**src/rtl/stacker_pkg.sv**
```systemverilog
// ============================================================================
//  Module      : stacker_pkg
//  Description : Shared constants and state encoding for the stacker game:
//                default row width, board height, seed row, level-counter
//                width and the evaluator state machine encoding.
//  Revision    : 1.0 - initial release
// ============================================================================
`default_nettype none

package stacker_pkg;

    localparam int                    DEF_WIDTH      = 8;
    localparam int                    DEF_HEIGHT     = 8;
    localparam logic [DEF_WIDTH-1:0]  DEF_INIT_BLOCK = 8'b11100000;

    // Level counter must represent 0..HEIGHT inclusive.
    localparam int                    LVL_W          = $clog2(DEF_HEIGHT + 1);

    typedef enum logic [2:0] {
        S_IDLE   = 3'd0,
        S_CAPT   = 3'd1,
        S_EVAL   = 3'd2,
        S_COMMIT = 3'd3,
        S_WIN    = 3'd4,
        S_LOSE   = 3'd5
    } state_t;

endpackage

`default_nettype wire

```
**src/rtl/stack_board.sv**
```systemverilog
// ============================================================================
//  Module      : stack_board
//  Description : HEIGHT x WIDTH register file holding the stacked rows.
//                One synchronous write port, one asynchronous read port,
//                synchronous clear (dominates the write) and a flattened
//                image of the whole board.
//  Ports       : clk, rst       - clock, async active-high reset
//                clr            - synchronous clear of every row
//                wr_en/wr_row/wr_data - write port
//                rd_row/rd_data - async read port (out-of-range rows read 0)
//                boardFlat      - row r at bits [r*WIDTH +: WIDTH]
//  Revision    : 1.0 - initial release
// ============================================================================
`default_nettype none

module stack_board #(
    parameter int WIDTH  = 8,
    parameter int HEIGHT = 8,
    parameter int ROW_W  = 4
) (
    input  logic                    clk,
    input  logic                    rst,
    input  logic                    clr,
    input  logic                    wr_en,
    input  logic [ROW_W-1:0]        wr_row,
    input  logic [WIDTH-1:0]        wr_data,
    input  logic [ROW_W-1:0]        rd_row,
    output logic [WIDTH-1:0]        rd_data,
    output logic [WIDTH*HEIGHT-1:0] boardFlat
);

    logic [WIDTH-1:0] r_rows [HEIGHT];

    always_ff @(posedge clk or posedge rst) begin
        if (rst) begin
            for (int r = 0; r < HEIGHT; r++) begin
                r_rows[r] <= '0;
            end
        end else begin
            for (int r = 0; r < HEIGHT; r++) begin
                if (clr) begin
                    r_rows[r] <= '0;
                end else if (wr_en && (wr_row == ROW_W'(r))) begin
                    r_rows[r] <= wr_data;
                end
            end
        end
    end

    // Decoded mux so an index past the last row (level 0 gives row -1,
    // which wraps) simply reads as an empty row.
    always_comb begin
        rd_data = '0;
        for (int r = 0; r < HEIGHT; r++) begin
            if (rd_row == ROW_W'(r)) begin
                rd_data = r_rows[r];
            end
        end
    end

    generate
        for (genvar g = 0; g < HEIGHT; g++) begin : g_flat
            assign boardFlat[g*WIDTH +: WIDTH] = r_rows[g];
        end
    endgenerate

endmodule

`default_nettype wire

```
**src/rtl/stack_evaluator.sv**
```systemverilog
// ============================================================================
//  Module      : stack_evaluator
//  Description : Captures the halted sliding row on a stop-button rising
//                edge, intersects it with the row beneath, commits the
//                overlap to the board, advances the level and hands the
//                trimmed row back as the next seed. Flags sticky win/loss.
//  Ports       : clk, rst   - clock, async active-high reset
//                stopBtn    - debounced stop level (edge detected here)
//                restart    - one-cycle new-game request (highest priority)
//                blockLoc   - current row position from the shifter
//                nextBlock  - seed row for the shifter's next load
//                loadNext   - one-cycle reload strobe for the shifter
//                level      - number of committed rows, 0..HEIGHT
//                boardFlat  - board image, row r at [r*WIDTH +: WIDTH]
//                busy       - evaluation in progress
//                gameOver   - sticky loss flag
//                gameWon    - sticky win flag
//  Revision    : 1.0 - initial release
// ============================================================================
`default_nettype none

module stack_evaluator
    import stacker_pkg::*;
#(
    parameter int               WIDTH      = DEF_WIDTH,
    parameter int               HEIGHT     = DEF_HEIGHT,
    parameter logic [WIDTH-1:0] INIT_BLOCK = DEF_INIT_BLOCK
) (
    input  logic                         clk,
    input  logic                         rst,
    input  logic                         stopBtn,
    input  logic                         restart,
    input  logic [WIDTH-1:0]             blockLoc,
    output logic [WIDTH-1:0]             nextBlock,
    output logic                         loadNext,
    output logic [$clog2(HEIGHT+1)-1:0]  level,
    output logic [WIDTH*HEIGHT-1:0]      boardFlat,
    output logic                         busy,
    output logic                         gameOver,
    output logic                         gameWon
);

    localparam int c_LVL_W = $clog2(HEIGHT + 1);

    state_t              r_state;
    state_t              w_nextState;
    logic                r_stopPrev;
    logic                w_stopRise;
    logic [WIDTH-1:0]    r_placed;
    logic [WIDTH-1:0]    r_overlap;
    logic [c_LVL_W-1:0]  r_level;
    logic [WIDTH-1:0]    r_nextBlock;
    logic                r_loadNext;
    logic                r_gameOver;
    logic                r_gameWon;
    logic                w_boardWr;
    logic                w_boardClr;
    logic                w_lastRow;
    logic [c_LVL_W-1:0]  w_rdRow;
    logic [WIDTH-1:0]    w_rdData;

    assign w_stopRise = stopBtn & ~r_stopPrev;
    assign w_lastRow  = (r_level == c_LVL_W'(HEIGHT - 1));
    assign w_rdRow    = r_level - c_LVL_W'(1);

    always_ff @(posedge clk or posedge rst) begin
        if (rst) begin
            r_stopPrev <= 1'b0;
        end else begin
            r_stopPrev <= stopBtn;
        end
    end

    // State register
    always_ff @(posedge clk or posedge rst) begin
        if (rst) begin
            r_state <= S_IDLE;
        end else begin
            r_state <= w_nextState;
        end
    end

    // Next-state and board-control decode; restart overrides everything,
    // which also suppresses a commit that would land on the same edge.
    always_comb begin
        w_nextState = r_state;
        w_boardWr   = 1'b0;
        w_boardClr  = 1'b0;
        if (restart) begin
            w_nextState = S_IDLE;
            w_boardClr  = 1'b1;
        end else begin
            case (r_state)
                S_IDLE:   if (w_stopRise) w_nextState = S_CAPT;
                S_CAPT:   w_nextState = S_EVAL;
                S_EVAL:   w_nextState = (r_overlap == '0) ? S_LOSE : S_COMMIT;
                S_COMMIT: begin
                    w_boardWr   = 1'b1;
                    w_nextState = w_lastRow ? S_WIN : S_IDLE;
                end
                S_WIN:    w_nextState = S_WIN;
                S_LOSE:   w_nextState = S_LOSE;
                default:  w_nextState = S_IDLE;
            endcase
        end
    end

    // Datapath registers
    always_ff @(posedge clk or posedge rst) begin
        if (rst) begin
            r_placed    <= '0;
            r_overlap   <= '0;
            r_level     <= '0;
            r_nextBlock <= INIT_BLOCK;
            r_loadNext  <= 1'b0;
            r_gameOver  <= 1'b0;
            r_gameWon   <= 1'b0;
        end else begin
            r_loadNext <= 1'b0;
            if (restart) begin
                r_level     <= '0;
                r_nextBlock <= INIT_BLOCK;
                r_loadNext  <= 1'b1;
                r_gameOver  <= 1'b0;
                r_gameWon   <= 1'b0;
            end else begin
                case (r_state)
                    S_IDLE: begin
                        if (w_stopRise) r_placed <= blockLoc;
                    end
                    S_CAPT: begin
                        // The first row has nothing beneath it and is kept whole.
                        r_overlap <= (r_level == '0) ? r_placed : (r_placed & w_rdData);
                    end
                    S_EVAL: begin
                        if (r_overlap == '0) r_gameOver <= 1'b1;
                    end
                    S_COMMIT: begin
                        r_level     <= r_level + c_LVL_W'(1);
                        r_nextBlock <= r_overlap;
                        if (w_lastRow) begin
                            r_gameWon <= 1'b1;
                        end else begin
                            r_loadNext <= 1'b1;
                        end
                    end
                    default: begin
                    end
                endcase
            end
        end
    end

    stack_board #(
        .WIDTH  (WIDTH),
        .HEIGHT (HEIGHT),
        .ROW_W  (c_LVL_W)
    ) u_board (
        .clk       (clk),
        .rst       (rst),
        .clr       (w_boardClr),
        .wr_en     (w_boardWr),
        .wr_row    (r_level),
        .wr_data   (r_overlap),
        .rd_row    (w_rdRow),
        .rd_data   (w_rdData),
        .boardFlat (boardFlat)
    );

    assign nextBlock = r_nextBlock;
    assign loadNext  = r_loadNext;
    assign level     = r_level;
    assign busy      = (r_state == S_CAPT) || (r_state == S_EVAL) || (r_state == S_COMMIT);
    assign gameOver  = r_gameOver;
    assign gameWon   = r_gameWon;

endmodule

`default_nettype wire
```
**config.mk**
```make
export PLATFORM = sky130hd
export DESIGN_NAME = stack_evaluator
export DESIGN_NICKNAME = d
export VERILOG_FILES = /design/src/rtl/stacker_pkg.sv /design/src/rtl/stack_board.sv /design/src/rtl/stack_evaluator.sv
export SDC_FILE = /design/constraint.sdc
export NUM_CORES = 1
export LEC_CHECK = 0
export CAP_MARGIN = 20
export CORE_UTILIZATION = 23
export CTS_BUF_LIST = sky130_fd_sc_hd__clkbuf_4 sky130_fd_sc_hd__clkbuf_8 sky130_fd_sc_hd__clkbuf_16
export CTS_CLUSTER_DIAMETER = 60
export CTS_CLUSTER_SIZE = 12
export DETAILED_ROUTE_END_ITERATION = 7
export PLACE_DENSITY_LB_ADDON = 0.15
export SYNTH_ARGS = -nofsm -noshare
export SYNTH_HDL_FRONTEND = slang
export SYNTH_SLANG_ARGS = --single-unit
```
**constraint.sdc**
```tcl
create_clock -name clk -period 3.05 [get_ports clk]
set_input_delay 0.61 -clock clk [delete_from_list [all_inputs] [get_ports clk]]
set_output_delay 0.61 -clock clk [all_outputs]
set_load 0.03 [all_outputs]
```
Word level (Yosys, flattened, before mapping):

Cells that the tools add are included.

* register bits after elaboration: 99
* bits of input ports: 12
* output and inout port bits: 80
* logic and storage cells: 119

* add/sub/neg operators: 2
* equality and inequality tests: 20
* muxes and demuxes: 46
* bitwise logic cells: 4
* reduce and logical (&&, ||, !) cells: 30

Operator list (number)
* $mux W8: 27
* $eq A4 B3 Y1 const B: 8
* $reduce_bool A2 Y1: 12
* $pmux W3 S6: 1
* $eq A4 B2 Y1 const B: 4
* $mux W1: 12
* $mux W3: 4
* $and A8 B8 Y8: 1
* $eq A4 B1 Y1 const B: 2
* $logic_and A1 B1 Y1: 8
* $logic_not A4 Y1: 2
* $logic_not A8 Y1: 1
* $mux W4: 2
* $eq A3 B2 Y1 const B: 2
* $eq A3 B3 Y1 const B: 2
* $reduce_and A2 Y1: 3
* $add A4 B1 Y4 const B: 1
* $sub A4 B1 Y4 const B: 1
* $eq A3 B1 Y1 const B: 1
* $logic_not A3 Y1: 1
* $ne A3 B3 Y1 const B: 1
* $reduce_and A3 Y1: 1
* $logic_or A1 B1 Y1: 2
* $not A1 Y1: 2
* $and A1 B1 Y1: 1

Logic depth before layout (Yosys ltp):

* word-level depth: 12
* mapped depth: 8
* depth with buffers taken out: 7

Hierarchy:

Synthesis repeated with hierarchy kept, for this count alone.

* cells, all modules: 517
* area, all modules: 5023.6 um^2

Modules (own cells, without submodules)
* stack_board: times used 1, cells each 363, area each 3433.3 um^2, seq. area each 1601.5 um^2
* stack_evaluator: times used 1, cells each 154, area each 1590.3 um^2, seq. area each 879.6 um^2

Least setup slack after synthesis:

OpenSTA, ideal clock, no wires.

* kind: flip-flop to flip-flop
* start point: reg r_level[0], in the netlist level[0]
* end point: reg r_overlap[0]
* setup time: 0.128 ns
* arrival: 2.242 ns
* slack: 0.680 ns
* stages on the path, launching flop included: 9
* path buffers: 1
* clock period less this slack: 2.370 ns
* path through: dfrtp_1 -> inv_1 -> ha_1 -> or2_2 -> buf_2 -> o21ai_1 -> a21oi_1 -> a221oi_1 -> o2bb2ai_1

* longest elaborated chain between the ends: 12
* elaborated cells on any way between the ends: 20
* those cells by class: add/sub: 1; eq/ne: 7; mux: 9; bitwise: 1; reduce/logical: 2

Ends and longest elaborated chain
* start, declared: line stack_evaluator.sv:51 `logic [c_LVL_W-1:0] r_level;`
* start signal, assigned: line stack_evaluator.sv:139 `r_level <= r_level + c_LVL_W'(1);`
* $sub A4 B1 Y4: line stack_evaluator.sv:64 `assign w_rdRow = r_level - c_LVL_W'(1);`
* $logic_not A4 Y1: line stack_board.sv:55 `if (rd_row == ROW_W'(r)) begin`
* $mux W8 (8 in series): line stack_board.sv:55
* $and A8 B8 Y8: line stack_evaluator.sv:133 `r_overlap <= (r_level == '0) ? r_placed : (r_placed & w_rdData);`
* $mux W8 *: line stack_evaluator.sv:133
* end signal, assigned: line stack_evaluator.sv:133
* end, declared: line stack_evaluator.sv:50 `logic [WIDTH-1:0] r_overlap;`

Mark *: on every way between the ends. The rest lies on a longest branch, timed or not.
A chain may end at the register's enable or synchronous reset.

Final worst setup path:

* start point: reg r_level[0], in the netlist level[0]
* end point: reg r_overlap[4]

The elaborated chain is that of the path after synthesis.

==> qor.csv <==
stage;metric;value;unit
critical_path;R2R depth;7;
logic_synthesis;Yosys reg bits;99;
global_routing;largest net degree at the start of global routing;100;
clocking;cells resized by post-CTS repair;0;
power_and_ir_drop;Lkg Pwr;2.434;nW
min_path;Hold Crit Start;nextBlock[5];
logic_synthesis;share of the synthesized area in the top cell type;47.61;%
timing;unrepaired setup endpoints after global routing;false;
power_and_ir_drop;Tot Pwr;3.299;mW
min_path;hold crit path type;reg2reg;
clocking;Worst-Skew Late Latency;0.35;ns
timing;Slew @ Worst Pin;0.8568;ns
critical_path;crit start category;register;
critical_path;crit path kind;reg2reg;
timing;Min Clock Period, post-route;2.606;ns
logic_synthesis;post-synthesis cell type count;46;
cells_and_area;most common cell after layout, fill and taps aside;nand2_1;
routing;via count;4637;
logic_synthesis;Seq/Total Area, Yosys;49.17;%
global_routing;total track usage;16.59;%
clocking;CTS clk-pin slew, worst paths;0.07;ns
logic_synthesis;Mapped Nets;592;
cells_and_area;diode count;0;
routing;Avg WL per Cell;19.77;um
timing;Final WS setup;0.4443;ns
clocking;clk sink count;99;
status;status;completed;
logic_synthesis;number of synthesized flops with an enable pin;0;
cells_and_area;Fillers;2223;
timing;slew margin rel.;42.88;%
clocking;# Post-CTS Setup Buffers;0;
die;die area;22540;um^2
die;Die W;150.1;um
logic_synthesis;fraction of registers with async set/reset;100.0;%
timing;final hold violation count;0;
routing;Final ANT Viol Nets;0;
cells_and_area;Total Nets Final;660;
logic_synthesis;Synth Flop Type;dfrtp_1;
die;Core ar.;21290;um^2
routing;First-pass DRT Iterations;5;
timing;final-report max-slew violation count;0;
critical_path;Critical Path End Type;register;
routing;initial DRC count;286;
logic_synthesis;cell accounting for the most synthesized area;dfrtp_1;
cells_and_area;Area Overhead vs Synth;29.68;%
flow_run;Max-cap violations;0;
power_and_ir_drop;PD cells;504.2;nW/um^2
routing;DRT Wirelength;18240;um
die;Rows;53;
timing;Clock Skew;0.006825;ns
die;Initial Util;23.71;%
routing;DRC;0;
critical_path;CP arrival;2.83;ns
global_routing;antenna violations before repair;0;
die;die height;150.1;um
global_routing;first-pass GRT wire length;27540;um
die;I/O Pins;92;
cells_and_area;multi-input combinational cell area;2331;um^2
clocking;Post-CTS Hold Fix Bufs;0;
critical_path;FF-to-FF End;r_overlap[4];
cells_and_area;Reg area;2481;um^2
clocking;Clock Root Buffer;clkbuf_16;
global_routing;grt total ovfl;0;
cells_and_area;commonest cells after routing, fill and taps aside;nand2_1, a21oi_1, dfrtp_1;
placement;# port buffers;91;
timing;FMAX;0.3838;GHz
clocking;H-tree depth;3;
min_path;WHS Path Cells;2;
critical_path;R2R Path Start;level[0];
timing;Setup violations, final;0;
logic_synthesis;Post-Syn Area;5046;um^2
clocking;TritonCTS clock tree;built;
timing;period utilization;85.43;%
timing;total negative setup slack;0;ns
routing;vias per cell;5.024;
logic_synthesis;YS warnings;0;
placement;RePlAce Congestion;0.8296;
critical_path;r2r setup slk;0.44;ns
logic_synthesis;top post-synthesis cells by area;dfrtp_1, a21oi_1, nand2_1;
global_routing;vias in the first global route;4499;
cells_and_area;layout cell share with drive strength beyond 1;8.333;%
clocking;CTS Buffer Depth;2;
placement;dpl hpwl;12520;um
min_path;Min-Delay Endpoint;nextBlock[5];
logic_synthesis;Syn Inst Count;575;
logic_synthesis;synthesized area per cell;8.776;um^2
placement;pre-CTS WS;0.4492;ns
clocking;Num CTS Buffers;9;
critical_path;Crit Path Max Fanout;10;
critical_path;critical path required time;3.28;ns
power_and_ir_drop;VDD IR-drop max;0.2683;mV
[cell usage after synthesis, types with 2 or more instances]
master,n
nand2_1,103
a21oi_1,98
dfrtp_1,96
nand3_1,66
clkbuf_1,35
nor2_1,18
nor3_1,16
nand3b_1,13
nand2b_1,11
o21ai_0,11
a221oi_1,9
buf_2,8
mux2_2,8
inv_1,7
o211ai_1,7
o2bb2ai_1,7
o31ai_1,7
a221o_1,6
ha_1,5
a211oi_1,3
buf_1,3
buf_6,3
dfstp_2,3
nor4_1,3
xor2_1,3
a21boi_1,2
a31oi_1,2
nor2b_1,2
o21ai_1,2
or2_2,2
[critical path: stages, from the launching register on]
cell	delay, ns
dfrtp_1	0.50
inv_1	0.15
ha_1	0.28
or2_2	0.37
o21ai_1	0.42
a21oi_1	0.16
a221oi_1	0.47
o2bb2ai_1	0.13
[logic make-up (layout without fill, tap and decap cells)]
family / after synthesis / count (layout) / share of synthesized area (%)
AOI/OAI and AO/OA: 159 / 159 / 19.22
xor gates and xnor gates: 3 / 3 / 0.5208
adders and majority gates: 5 / 5 / 1.240
buffers and inverters: 56 / 129 / 4.810
DFF: 99 / 99 / 49.17
muxes: 8 / 8 / 1.785
and+or+nand+nor: 245 / 245 / 23.26
[per-stage QoR]
| step | util (%) | hold WS [ns] | instances | instance area, um^2 |
|---|---|---|---|---|
| 4_1_cts | 30.74 | 0.5008 | 923 | 6544 |
| 6_report | 30.74 | 0.4990 | 923 | 6544 |
| 3_5_place_dp | 29.21 | 0.4833 | 907 | 6217 |
| 3_3_place_gp | 29.21 | 0.4866 | 907 | 6217 |
| 5_1_grt | 30.74 | 0.5115 | 923 | 6544 |
| 2_1_floorplan | - | 0.4728 | 575 | 5050 |
[where the power goes]
part | internal [mW] | leakage, nW | total, mW | switching, mW
registers | 1.39 | 1.34 | 1.69 | 0.298
logic | 0.156 | 0.931 | 0.338 | 0.182
clock network | 0.744 | 0.163 | 1.27 | 0.531
[metal layers]
| layer | global-route usage (%) | vias to the layer above | wire [um] |
|---|---|---|---|
| met1 | 22.67 | 2277 | 8400 |
| met4 | 7.626 | 0 | 485 |
| li1 | - | 2171 | - |
| met2 | 25.12 | 155 | 8345 |
| met5 | 0 | - | 0 |
| met3 | 3.333 | 34 | 1013 |
[state kept, by name, indices dropped and copies added, names as in the netlist]
name               flops
r_overlap              8
nextBlock              8
gameWon                1
u_board.boardFlat     64
loadNext               1
r_placed               8
r_stopPrev             1
level                  4
r_state                3
gameOver               1
[worst max-delay path by stage]
stage | startpoint | end | slack (ns) | cells after the start
CTS | level[0] | r_overlap[4] | 0.44 | 7
floorplan | level[0] | r_overlap[0] | 0.68 | 8
global placement | level[0] | r_overlap[1] | 0.52 | 7
global route | level[0] | r_overlap[4] | 0.19 | 7
finish | level[0] | r_overlap[4] | 0.44 | 7
detailed placement | level[0] | r_overlap[4] | 0.45 | 7
[final cells by class]
cell class / count / area share (%)
timing repair buffer: 106 / 15.76
inverter: 7 / 0.4589
clock buffer: 10 / 3.652
tap: 275 / 5.258
multi-input combinational: 420 / 35.62
sequential: 99 / 37.92
clock inverter: 6 / 1.338
(Power assumes the default switching activity.)
